==> src/rtl/pong_engine.sv <==
// -----------------------------------------------------------------------------
// pong_engine
//
// Purpose:
//   Tick-driven game-state engine for the VGA pong display. It holds the ball,
//   the two paddles, both scores and a SERVE/PLAY/POINT/OVER state machine.
//   State advances only on cycles where `tick` is high, normally once per
//   frame. The exception is `start`, which restarts a finished game at once.
//
// Optional build macro:
//   TWO_PLAYER_EN - adds up2/down2 inputs that steer the right paddle by hand
//                   with the same rules as the left paddle. When it is not
//                   defined, the right paddle is driven by the CPU tracker.
//
// Ports:
//   clk          in   system clock
//   rst          in   asynchronous active-high reset
//   tick         in   one-cycle update strobe
//   up / down    in   player paddle controls (level)
//   up2 / down2  in   right paddle controls (TWO_PLAYER_EN builds only)
//   pause        in   freezes ball, paddles and serve counter while high
//   start        in   one-cycle pulse; restarts the game from OVER
//   ball_x/_y    out  ball top-left corner
//   player_y     out  left paddle top
//   cpu_y        out  right paddle top
//   player_score out  left score
//   cpu_score    out  right score
//   game_state   out  0=SERVE 1=PLAY 2=POINT 3=OVER
//   point        out  one-cycle pulse when a point is scored
//   game_over    out  high while in OVER
// -----------------------------------------------------------------------------
module pong_engine #(
  parameter int H_RES       = 640,
  parameter int V_RES       = 480,
  parameter int BORDER      = 20,
  parameter int BALL_SIZE   = 10,
  parameter int PAD_W       = 20,
  parameter int PAD_H       = 120,
  parameter int PAD_SPEED   = 8,
  parameter int BALL_SPEED  = 4,
  parameter int WIN_SCORE   = 8,
  parameter int SCORE_W     = 4,
  parameter int SERVE_TICKS = 60,
  parameter int DEADBAND    = 4
) (
  input  logic               clk,
  input  logic               rst,
  input  logic               tick,
  input  logic               up,
  input  logic               down,
`ifdef TWO_PLAYER_EN
  input  logic               up2,
  input  logic               down2,
`endif
  input  logic               pause,
  input  logic               start,
  output logic [10:0]        ball_x,
  output logic [10:0]        ball_y,
  output logic [10:0]        player_y,
  output logic [10:0]        cpu_y,
  output logic [SCORE_W-1:0] player_score,
  output logic [SCORE_W-1:0] cpu_score,
  output logic [1:0]         game_state,
  output logic               point,
  output logic               game_over
);

  typedef logic signed [11:0] pos_t;

  typedef enum logic [1:0] {
    ST_SERVE = 2'd0,
    ST_PLAY  = 2'd1,
    ST_POINT = 2'd2,
    ST_OVER  = 2'd3
  } state_e;

  localparam int CNT_W = (SERVE_TICKS < 2) ? 1 : $clog2(SERVE_TICKS + 1);
  localparam logic [CNT_W-1:0] CNT_INIT = CNT_W'(SERVE_TICKS);

  localparam pos_t BX0     = pos_t'((H_RES - BALL_SIZE) / 2);
  localparam pos_t BY0     = pos_t'((V_RES - BALL_SIZE) / 2);
  localparam pos_t PY0     = pos_t'((V_RES - PAD_H) / 2);
  localparam pos_t PMIN    = pos_t'(BORDER);
  localparam pos_t PMAX    = pos_t'(V_RES - BORDER - PAD_H);
  localparam pos_t BX_MIN  = pos_t'(BORDER);
  localparam pos_t BX_MAX  = pos_t'(H_RES - BORDER - BALL_SIZE);
  localparam pos_t BY_MIN  = pos_t'(BORDER);
  localparam pos_t BY_MAX  = pos_t'(V_RES - BORDER - BALL_SIZE);
  localparam pos_t PXL_R   = pos_t'(2 * BORDER + PAD_W);           // player paddle face
  localparam pos_t PXR     = pos_t'(H_RES - 2 * BORDER - PAD_W);   // CPU paddle face
  localparam pos_t R_EDGE  = pos_t'(H_RES - BORDER);
  localparam pos_t BALL    = pos_t'(BALL_SIZE);
  localparam pos_t PADH    = pos_t'(PAD_H);
  localparam pos_t S_PAD   = pos_t'(PAD_SPEED);
  localparam pos_t S_BALL  = pos_t'(BALL_SPEED);
  localparam pos_t HALF_B  = pos_t'(BALL_SIZE / 2);
  localparam pos_t HALF_P  = pos_t'(PAD_H / 2);
`ifndef TWO_PLAYER_EN
  localparam pos_t DBAND   = pos_t'(DEADBAND);
`endif
  localparam logic [SCORE_W-1:0] WIN = SCORE_W'(WIN_SCORE);

  function automatic pos_t clamp(input pos_t v, input pos_t lo, input pos_t hi);
    if (v < lo)      return lo;
    else if (v > hi) return hi;
    else             return v;
  endfunction

  // Manual paddle step: exactly one of the two buttons moves the paddle.
  function automatic pos_t pad_step(input logic go_up, input logic go_down);
    if (go_up && !go_down)      return -S_PAD;
    else if (go_down && !go_up) return S_PAD;
    else                        return '0;
  endfunction

  // Registered state. Velocities only ever take +/-BALL_SPEED, so a sign bit
  // per axis is all that needs storing.
  state_e             state_q, state_d;
  logic [CNT_W-1:0]   cnt_q, cnt_d;
  logic [10:0]        ball_x_q, ball_x_d;
  logic [10:0]        ball_y_q, ball_y_d;
  logic [10:0]        player_y_q, player_y_d;
  logic [10:0]        cpu_y_q, cpu_y_d;
  logic               vx_neg_q, vx_neg_d;
  logic               vy_neg_q, vy_neg_d;
  logic [SCORE_W-1:0] player_score_q, player_score_d;
  logic [SCORE_W-1:0] cpu_score_q, cpu_score_d;
  logic               point_q, point_d;

  // Signed views of the current positions for the motion maths.
  pos_t bx, by, py, cy, vx, vy;
  assign bx = pos_t'({1'b0, ball_x_q});
  assign by = pos_t'({1'b0, ball_y_q});
  assign py = pos_t'({1'b0, player_y_q});
  assign cy = pos_t'({1'b0, cpu_y_q});
  assign vx = vx_neg_q ? -S_BALL : S_BALL;
  assign vy = vy_neg_q ? -S_BALL : S_BALL;

  // ---------------------------------------------------------------------------
  // Paddle candidate positions (applied only when the FSM allows motion)
  // ---------------------------------------------------------------------------
  pos_t p_next, c_next;

  assign p_next = clamp(py + pad_step(up, down), PMIN, PMAX);

`ifdef TWO_PLAYER_EN
  assign c_next = clamp(cy + pad_step(up2, down2), PMIN, PMAX);
`else
  pos_t err;
  assign err = (by + HALF_B) - (cy + HALF_P);

  always_comb begin
    c_next = cy;
    if (!vx_neg_q) begin
      // Ball approaching: chase its centre, ignoring small offsets.
      if (err > DBAND)       c_next = clamp(cy + S_PAD, PMIN, PMAX);
      else if (err < -DBAND) c_next = clamp(cy - S_PAD, PMIN, PMAX);
    end else begin
      // Ball receding: drift back to the centre without overshooting it.
      if (cy > PY0)      c_next = (cy - PY0 > S_PAD) ? cy - S_PAD : PY0;
      else if (cy < PY0) c_next = (PY0 - cy > S_PAD) ? cy + S_PAD : PY0;
    end
  end
`endif

  // ---------------------------------------------------------------------------
  // Ball motion for one PLAY tick
  // ---------------------------------------------------------------------------
  pos_t nx, ny, nx_fin;
  logic vx_neg_n, vy_neg_n;
  logic hit_p, hit_c, score_c, score_p;

  // NOTE: every combinational output gets a default before any branch, so no
  // path leaves a signal unassigned and no latch is inferred.
  always_comb begin
    nx       = bx + vx;
    ny       = by + vy;
    vx_neg_n = vx_neg_q;
    vy_neg_n = vy_neg_q;

    // Walls first; the paddle overlap test then sees the corrected height.
    if (ny < BY_MIN) begin
      ny       = BY_MIN;
      vy_neg_n = 1'b0;
    end else if (ny > BY_MAX) begin
      ny       = BY_MAX;
      vy_neg_n = 1'b1;
    end

    // A hit needs the ball to cross the paddle face during this tick.
    hit_p = vx_neg_q && (bx >= PXL_R) && (nx < PXL_R) &&
            (ny + BALL > py) && (ny < py + PADH);
    hit_c = !vx_neg_q && (bx + BALL <= PXR) && (nx + BALL > PXR) &&
            (ny + BALL > cy) && (ny < cy + PADH);

    score_c = !hit_p && !hit_c && (nx < BX_MIN);
    score_p = !hit_p && !hit_c && !score_c && (nx + BALL > R_EDGE);

    nx_fin = nx;
    if (hit_p) begin
      nx_fin   = PXL_R;
      vx_neg_n = 1'b0;
    end else if (hit_c) begin
      nx_fin   = PXR - BALL;
      vx_neg_n = 1'b1;
    end else if (score_c || score_p) begin
      nx_fin   = clamp(nx, BX_MIN, BX_MAX);
    end
  end

  // ---------------------------------------------------------------------------
  // Game FSM: next-state and register updates
  // ---------------------------------------------------------------------------
  logic               move_en;
  logic [SCORE_W-1:0] cpu_inc, player_inc;

  assign move_en    = tick && !pause;
  assign cpu_inc    = cpu_score_q + 1'b1;
  assign player_inc = player_score_q + 1'b1;

  always_comb begin
    state_d        = state_q;
    cnt_d          = cnt_q;
    ball_x_d       = ball_x_q;
    ball_y_d       = ball_y_q;
    player_y_d     = player_y_q;
    cpu_y_d        = cpu_y_q;
    vx_neg_d       = vx_neg_q;
    vy_neg_d       = vy_neg_q;
    player_score_d = player_score_q;
    cpu_score_d    = cpu_score_q;
    point_d        = 1'b0;

    case (state_q)
      ST_SERVE: begin
        if (move_en) begin
          player_y_d = p_next[10:0];
          cpu_y_d    = c_next[10:0];
          ball_x_d   = BX0[10:0];
          ball_y_d   = BY0[10:0];
          if (cnt_q <= CNT_W'(1)) begin
            cnt_d   = '0;
            state_d = ST_PLAY;
          end else begin
            cnt_d = cnt_q - 1'b1;
          end
        end
      end

      ST_PLAY: begin
        if (move_en) begin
          player_y_d = p_next[10:0];
          cpu_y_d    = c_next[10:0];
          ball_x_d   = nx_fin[10:0];
          ball_y_d   = ny[10:0];
          vx_neg_d   = vx_neg_n;
          vy_neg_d   = vy_neg_n;
          if (score_c) begin
            cpu_score_d = cpu_inc;
            point_d     = 1'b1;
            vx_neg_d    = 1'b1;   // serve toward the player who conceded
            state_d     = (cpu_inc == WIN) ? ST_OVER : ST_POINT;
          end else if (score_p) begin
            player_score_d = player_inc;
            point_d        = 1'b1;
            vx_neg_d       = 1'b0;
            state_d        = (player_inc == WIN) ? ST_OVER : ST_POINT;
          end
        end
      end

      ST_POINT: begin
        if (tick) begin
          ball_x_d = BX0[10:0];
          ball_y_d = BY0[10:0];
          cnt_d    = CNT_INIT;
          state_d  = ST_SERVE;
        end
      end

      ST_OVER: begin
        // start does not wait for tick and is not masked by pause.
        if (start) begin
          player_score_d = '0;
          cpu_score_d    = '0;
          player_y_d     = PY0[10:0];
          cpu_y_d        = PY0[10:0];
          ball_x_d       = BX0[10:0];
          ball_y_d       = BY0[10:0];
          vx_neg_d       = 1'b1;
          vy_neg_d       = 1'b0;
          cnt_d          = CNT_INIT;
          state_d        = ST_SERVE;
        end
      end

      default: state_d = ST_SERVE;
    endcase
  end

  // NOTE: state registers use non-blocking assignments so every register
  // samples the pre-edge values, independent of statement order.
  always_ff @(posedge clk or posedge rst) begin
    if (rst) begin
      state_q        <= ST_SERVE;
      cnt_q          <= CNT_INIT;
      ball_x_q       <= BX0[10:0];
      ball_y_q       <= BY0[10:0];
      player_y_q     <= PY0[10:0];
      cpu_y_q        <= PY0[10:0];
      vx_neg_q       <= 1'b1;
      vy_neg_q       <= 1'b0;
      player_score_q <= '0;
      cpu_score_q    <= '0;
      point_q        <= 1'b0;
    end else begin
      state_q        <= state_d;
      cnt_q          <= cnt_d;
      ball_x_q       <= ball_x_d;
      ball_y_q       <= ball_y_d;
      player_y_q     <= player_y_d;
      cpu_y_q        <= cpu_y_d;
      vx_neg_q       <= vx_neg_d;
      vy_neg_q       <= vy_neg_d;
      player_score_q <= player_score_d;
      cpu_score_q    <= cpu_score_d;
      point_q        <= point_d;
    end
  end

  assign ball_x       = ball_x_q;
  assign ball_y       = ball_y_q;
  assign player_y     = player_y_q;
  assign cpu_y        = cpu_y_q;
  assign player_score = player_score_q;
  assign cpu_score    = cpu_score_q;
  assign game_state   = state_q;
  assign point        = point_q;
  assign game_over    = (state_q == ST_OVER);

endmodule

==> config.mk <==
export PLATFORM = sky130hd
export DESIGN_NAME = pong_engine
export DESIGN_NICKNAME = d
export VERILOG_FILES = /design/src/rtl/pong_engine.sv
export SDC_FILE = /design/constraint.sdc
export NUM_CORES = 1
export LEC_CHECK = 0
export ABC_AREA = 1
export CORE_MARGIN = 8
export CORE_UTILIZATION = 25
export CTS_CLUSTER_DIAMETER = 40
export DETAILED_ROUTE_END_ITERATION = 10
export GPL_ROUTABILITY_DRIVEN = 0
export SKIP_CTS_REPAIR_TIMING = 1
export SLEW_MARGIN = 25
export SYNTH_ARGS = -nofsm -noshare
export SYNTH_HDL_FRONTEND = slang
export SYNTH_SLANG_ARGS = --single-unit
==> constraint.sdc <==
create_clock -name clk -period 6.2 [get_ports clk]
set_input_delay 1.86 -clock clk [delete_from_list [all_inputs] [get_ports clk]]
set_output_delay 1.86 -clock clk [all_outputs]
set_load 0.01 [all_outputs]
==> results of run 1 <==
[state kept, by name, indices dropped and copies added (netlist names)]
name and cells:
player_y 9, ball_y 11, vx_neg_q 1, cpu_score 4
player_score 4, ball_x 11, cnt_q 6, point 1
vy_neg_q 1, game_state 2, cpu_y 9
[cells in the final DEF, fill, tap and decap left out, drive strengths merged, types with 8 or more instances in the layout]
cell             n
clkdlybuf4s50   58
o22ai            9
o21ai           59
a21oi           71
inv            210
xnor2            8
clkbuf          14
xor2            39
dfrtp           34
nand3          123
conb            16
ha             110
or2              8
dfstp           25
nor2           108
nor3            17
nand2          333
nand4           39
[per-stage QoR]
stage	cell area [um^2]	setup WS (ns)	hold WS (ns)	instances	utilization
after floorplan	8360	1.82	0.463	1297	-
after global placement	9430	1.09	0.485	1785	0.289
after detailed placement	9430	0.992	0.489	1785	0.289
after CTS	9710	0.993	0.497	1801	0.298
after global routing	9710	0.416	0.538	1801	0.298
final	9710	0.947	0.490	1801	0.298
[cell families after synthesis]
| group | synth area share |
|---|---|
| simple gates | 0.353 |
| xor+xnor | 0.0496 |
| compound gates | 0.133 |
| buf+inv | 0.107 |
| other cells | 0.000904 |
| fa+ha+maj | 0.175 |
| flops | 0.182 |
[layout make-up]
type	count	share of cell area
multi-input combinational	1010	0.614
tap	442	0.0570
sequential	59	0.155
clock inverter	2	0.00103
clock buffer	14	0.0282
inverter	213	0.0823
timing repair buffer	61	0.0621
[critical path, cell delays in order, from the launching register on]
cell and delay, ns:
dfrtp_1 0.50, fa_1 0.53, nand3_1 0.14, nand2_1 0.09, nand2_1 0.11, nand2_1 0.08
nand2_1 0.06, nand2_1 0.06, nor2_1 0.18, nand2_1 0.07, nand3_1 0.16, nand2_1 0.14
nor2_1 0.43, nand3_1 0.20, o31ai_1 0.55, ha_1 0.21, nand3_1 0.12, a211o_1 0.28
o211ai_1 0.09, nand3_1 0.13, a21oi_2 0.19, nand3_4 0.18, a21boi_1 0.19, nand2_1 0.11
nand2_1 0.07, nand2_2 0.14, nand2_1 0.06, o21ai_1 0.08
[path summary, 6_finish.rpt]
path                       cells past startpoint      start         endpoint
setup / recovery                              27  ball_y[2]  player_score[3]
min in group asynchronous                      2        rst     cpu_score[3]
max in group asynchronous                      3        rst        ball_y[5]
hold reg to reg                                2  ball_x[0]        ball_x[0]
hold / removal                                 2  ball_x[0]        ball_x[0]
setup reg to reg                              27  ball_y[2]  player_score[3]
[metal layers]
layer | vias to the layer above | track usage
li1 | 4372 | -
met1 | 3942 | 0.174
met2 | 207 | 0.212
met3 | 18 | 0.0222
met4 | 0 | 0.0337
met5 | - | 0
==> results.tsv, run 1 <==
metric	value	unit
ys.flop_type	dfrtp_1	
first_pass_iters	5	
route.top_layer_used	met4	
cts_tree	yes	
start_util	0.255	
worstHoldPathType	reg -> reg	
ant_nets	0	
synth_edf_count	0	
cts.sinks	59	
place_hpwl	20400	um
tightest_slew	0.719	ns
fin_nets	1475	
r2r_setup_slack	0.95	ns
grt_pass1_wl	41600	um
die-area	0.0393	mm^2
grt_usage	0.130	
path_clk_slew	0.05	ns
relSlewSlack	0.519	
wl_met3	1450	um
crit_path_end_kind	register	
cp-start-kind	register	
yosysMostFrequentCell	nand2_1	
path_class	reg -> reg	
drt-met1-wl	12100	um
yosysTopAreaCellShare	0.166	
final_hold_viol_count	0	
htreeDepth	3	
regArea	0.00151	mm^2
core_area	0.0326	mm^2
clockBufferDepth	2	
cp.required	6.46	ns
yosysTopAreaCell	ha_1	
die_y	198	um
finClkSkew	0.00884	ns
fin_crit_sh	0.847	
clock_latency	0.35	ns
via_per_inst	4.74	
cts_root_buf	clkbuf_16	
synth_common_cells	nand2_1 (320), inv_1 (202), nand3_1 (116)	
finalSetupViolCount	0	
cp.arrival	5.51	ns
grt_max_degree	35	
drcViolationCount	0	
ys_ff_latch	59	
overflow	0	
drv_cap	0	
placementRows	66	
wl_met2	11400	um
min_period	5.25	ns
rsz0062_at_grt	false	
vias	8539	
multi_input_area	0.00596	mm^2
netlist_area	0.00830	mm^2
yosysWarnings	0	
antenna_found_initial	0	
synthCells	1283	
fmax	0.190	GHz
synth_area_per_cell	6.47	um^2
fillers	3629	
maxSlewViolCount	0	
ioPinCount	63	
cts_buffers	9	
cp_max_fo	10	
io_buffers	58	
synth_cell_type_count	60	
synthTopCellsByArea	ha_1 (17%), nand2_1 (14%), dfrtp_1 (10%)	
wl_per_cell	14.0	um
fin_tns_setup	0	ns
num_antenna_cells	0	
dieWidth	198	um
status	finished clean	
layout-drive-gt1-share	0.0692	
drtIter0Drc	710	
grt_pass1_vias	8220	
wl	25300	um
synth-async-reset-ratio	1.00	
ys_seq_area_frac	0.182	
syn2layout_area_growth	16.9	%
Power of run 1 is not shown: default switching activity piles up to over one toggle a cycle in this logic, so the estimate is an artifact.
==> inputs of run 2 (changes only) <==
==> constraint.sdc (replaced) <==
create_clock -name clk -period 4.7 [get_ports clk]
set_input_delay 1.41 -clock clk [delete_from_list [all_inputs] [get_ports clk]]
set_output_delay 1.41 -clock clk [all_outputs]
set_load 0.01 [all_outputs]
==> run 2 against run 1 <==
Compared with the run above: first-iteration DRC count shrank 4.6%; non-clock buffer count grew 62; sequential share of layout area shrank 1.4 points; utilization grew 2.9 points; largest cell class unchanged.
==> results.tsv, run 2 (synthesized netlist as in run 1, its figures left out) <==
metric	value	unit	change
status	finished clean		
ant_nets	0		unchanged
path_clk_slew	0.06	ns	about the same
via_per_inst	4.75		+0.11%
cts.sinks	59		unchanged
grt_pass1_wl	42000	um	+1.2%
cp.required	4.95	ns	-1.51 ns
critPathMaxStageDelay	0.57	ns	+0.02 ns
cp_max_fo	8		-2
cp-start-kind	register		
finClkSkew	0.00931	ns	+0.000479 ns
relSlewSlack	0.467		-0.0522
cts_buffers	9		unchanged
num_antenna_cells	0		unchanged
layout-drive-gt1-share	0.170		+0.101
fmax	0.219	GHz	+15%
maxSlewViolCount	0		unchanged
placementRows	66		unchanged
path_class	reg -> reg		
wl_per_cell	14.1	um	+0.76%
fin_crit_sh	0.970		+0.122
grt_max_degree	45		+29%
die_y	198	um	unchanged
drv_cap	0		unchanged
cts_tree	yes		
cts_root_buf	clkbuf_16		
drcViolationCount	0		unchanged
io_buffers	58		unchanged
drtIter0Drc	677		-4.6%
cp.arrival	4.81	ns	-0.70 ns
syn2layout_area_growth	28.2	%	
die-area	0.0393	mm^2	unchanged
start_util	0.255		unchanged
wl	26300	um	+4.2%
clockBufferDepth	2		unchanged
worstHoldPathType	reg -> reg		
rsz0062_at_grt	true		
ioPinCount	63		unchanged
placed_cell_area	0.00978	mm^2	+3.8%
vias	8843		+3.6%
antenna_found_initial	0		unchanged
first_pass_iters	5		unchanged
finalSetupViolCount	0		unchanged
grt_pass1_vias	8426		+2.5%
cp_slowest_cell	fa_2		
grt_usage	0.130		+0.000443
final_common_cell	nand2_1		
overflow	0		unchanged
final_cell_mix	nand2_1 (289), inv_1 (192), nand3_1 (106)		
tightest_slew	0.799	ns	+0.0800 ns
final_hold_viol_count	0		unchanged
core_area	0.0326	mm^2	unchanged
min_period	4.56	ns	-0.695 ns
htreeDepth	3		unchanged
fin_nets	1537		+4.2%
dieWidth	198	um	unchanged
clock_latency	0.33	ns	-0.02 ns
finalInstanceArea	0.0106	mm^2	+9.7%
r2r_setup_slack	0.14	ns	-0.80 ns
fillers	3480		-4.1%
crit_path_end_kind	register		
place_hpwl	20800	um	+2.1%
==> run 2: cell types whose count changed in the layout (fill, tap and decap cells not counted), moves of 10 or more <==
cell	previous run	this run
buf_4	3	60
nand2_1	320	289
nand2_2	11	38
nand3_1	116	106
==> run 2: per-layer routing <==
metal | wire (um) | vias up | track usage | part of all wire
met1 | 12200 | 4098 | 0.174 | 0.46
met5 | 0 | - | 0 | 0
met2 | 12200 | 226 | 0.216 | 0.46
li1 | - | 4487 | - | -
met4 | 377 | 0 | 0.0296 | 0.014
met3 | 1520 | 32 | 0.0217 | 0.058
==> run 2: through the flow <==
| step | utilization | setup WS [ns] | hold slack, ns | instances | TNS [ns] |
|---|---|---|---|---|---|
| after floorplan | - | 0.319 | 0.463 | 1297 | 0 |
| after global placement | 0.300 | -0.0713 | 0.480 | 1831 | -0.268 |
| after detailed placement | 0.300 | -0.113 | 0.486 | 1831 | -0.603 |
| after CTS | 0.310 | -0.137 | 0.495 | 1847 | -0.814 |
| after global routing | 0.326 | -0.199 | 0.531 | 1863 | -2.97 |
| final | 0.326 | 0.142 | 0.495 | 1863 | 0 |
==> run 2: worst paths after layout <==
kind	from	endpoint	cells after the start
worst max-delay path	vy_neg_q	player_score[2]	28
max in group asynchronous	rst	ball_y[3]	3
worst min-delay path	cnt_q[5]	cnt_q[5]	2
min in group asynchronous	rst	cpu_score[1]	2
worst max register to register	vy_neg_q	player_score[2]	28
worst min register to register	cnt_q[5]	cnt_q[5]	2
==> run 2: layout make-up <==
cell class,count,area (um^2),share of cell area
clock inverters,4,73.8,0.00693
well taps,442,553,0.0519
inverters,213,803,0.0754
clock buffers,12,246,0.0231
flip-flops and latches,59,1510,0.142
repair buffers,123,1100,0.104
multi-input cells,1010,6360,0.597
==> run 2: worst max-delay path: cells and delay by family, from the launching register on <==
kind / cells / cell delay [ns]
fa+ha+maj: 3 / 1.00
flops: 1 / 0.46
xor+xnor: 1 / 0.20
buf+inv: 3 / 0.31
simple gates: 12 / 1.14
compound gates: 9 / 1.37
Power of run 2 is left out for the same reason.
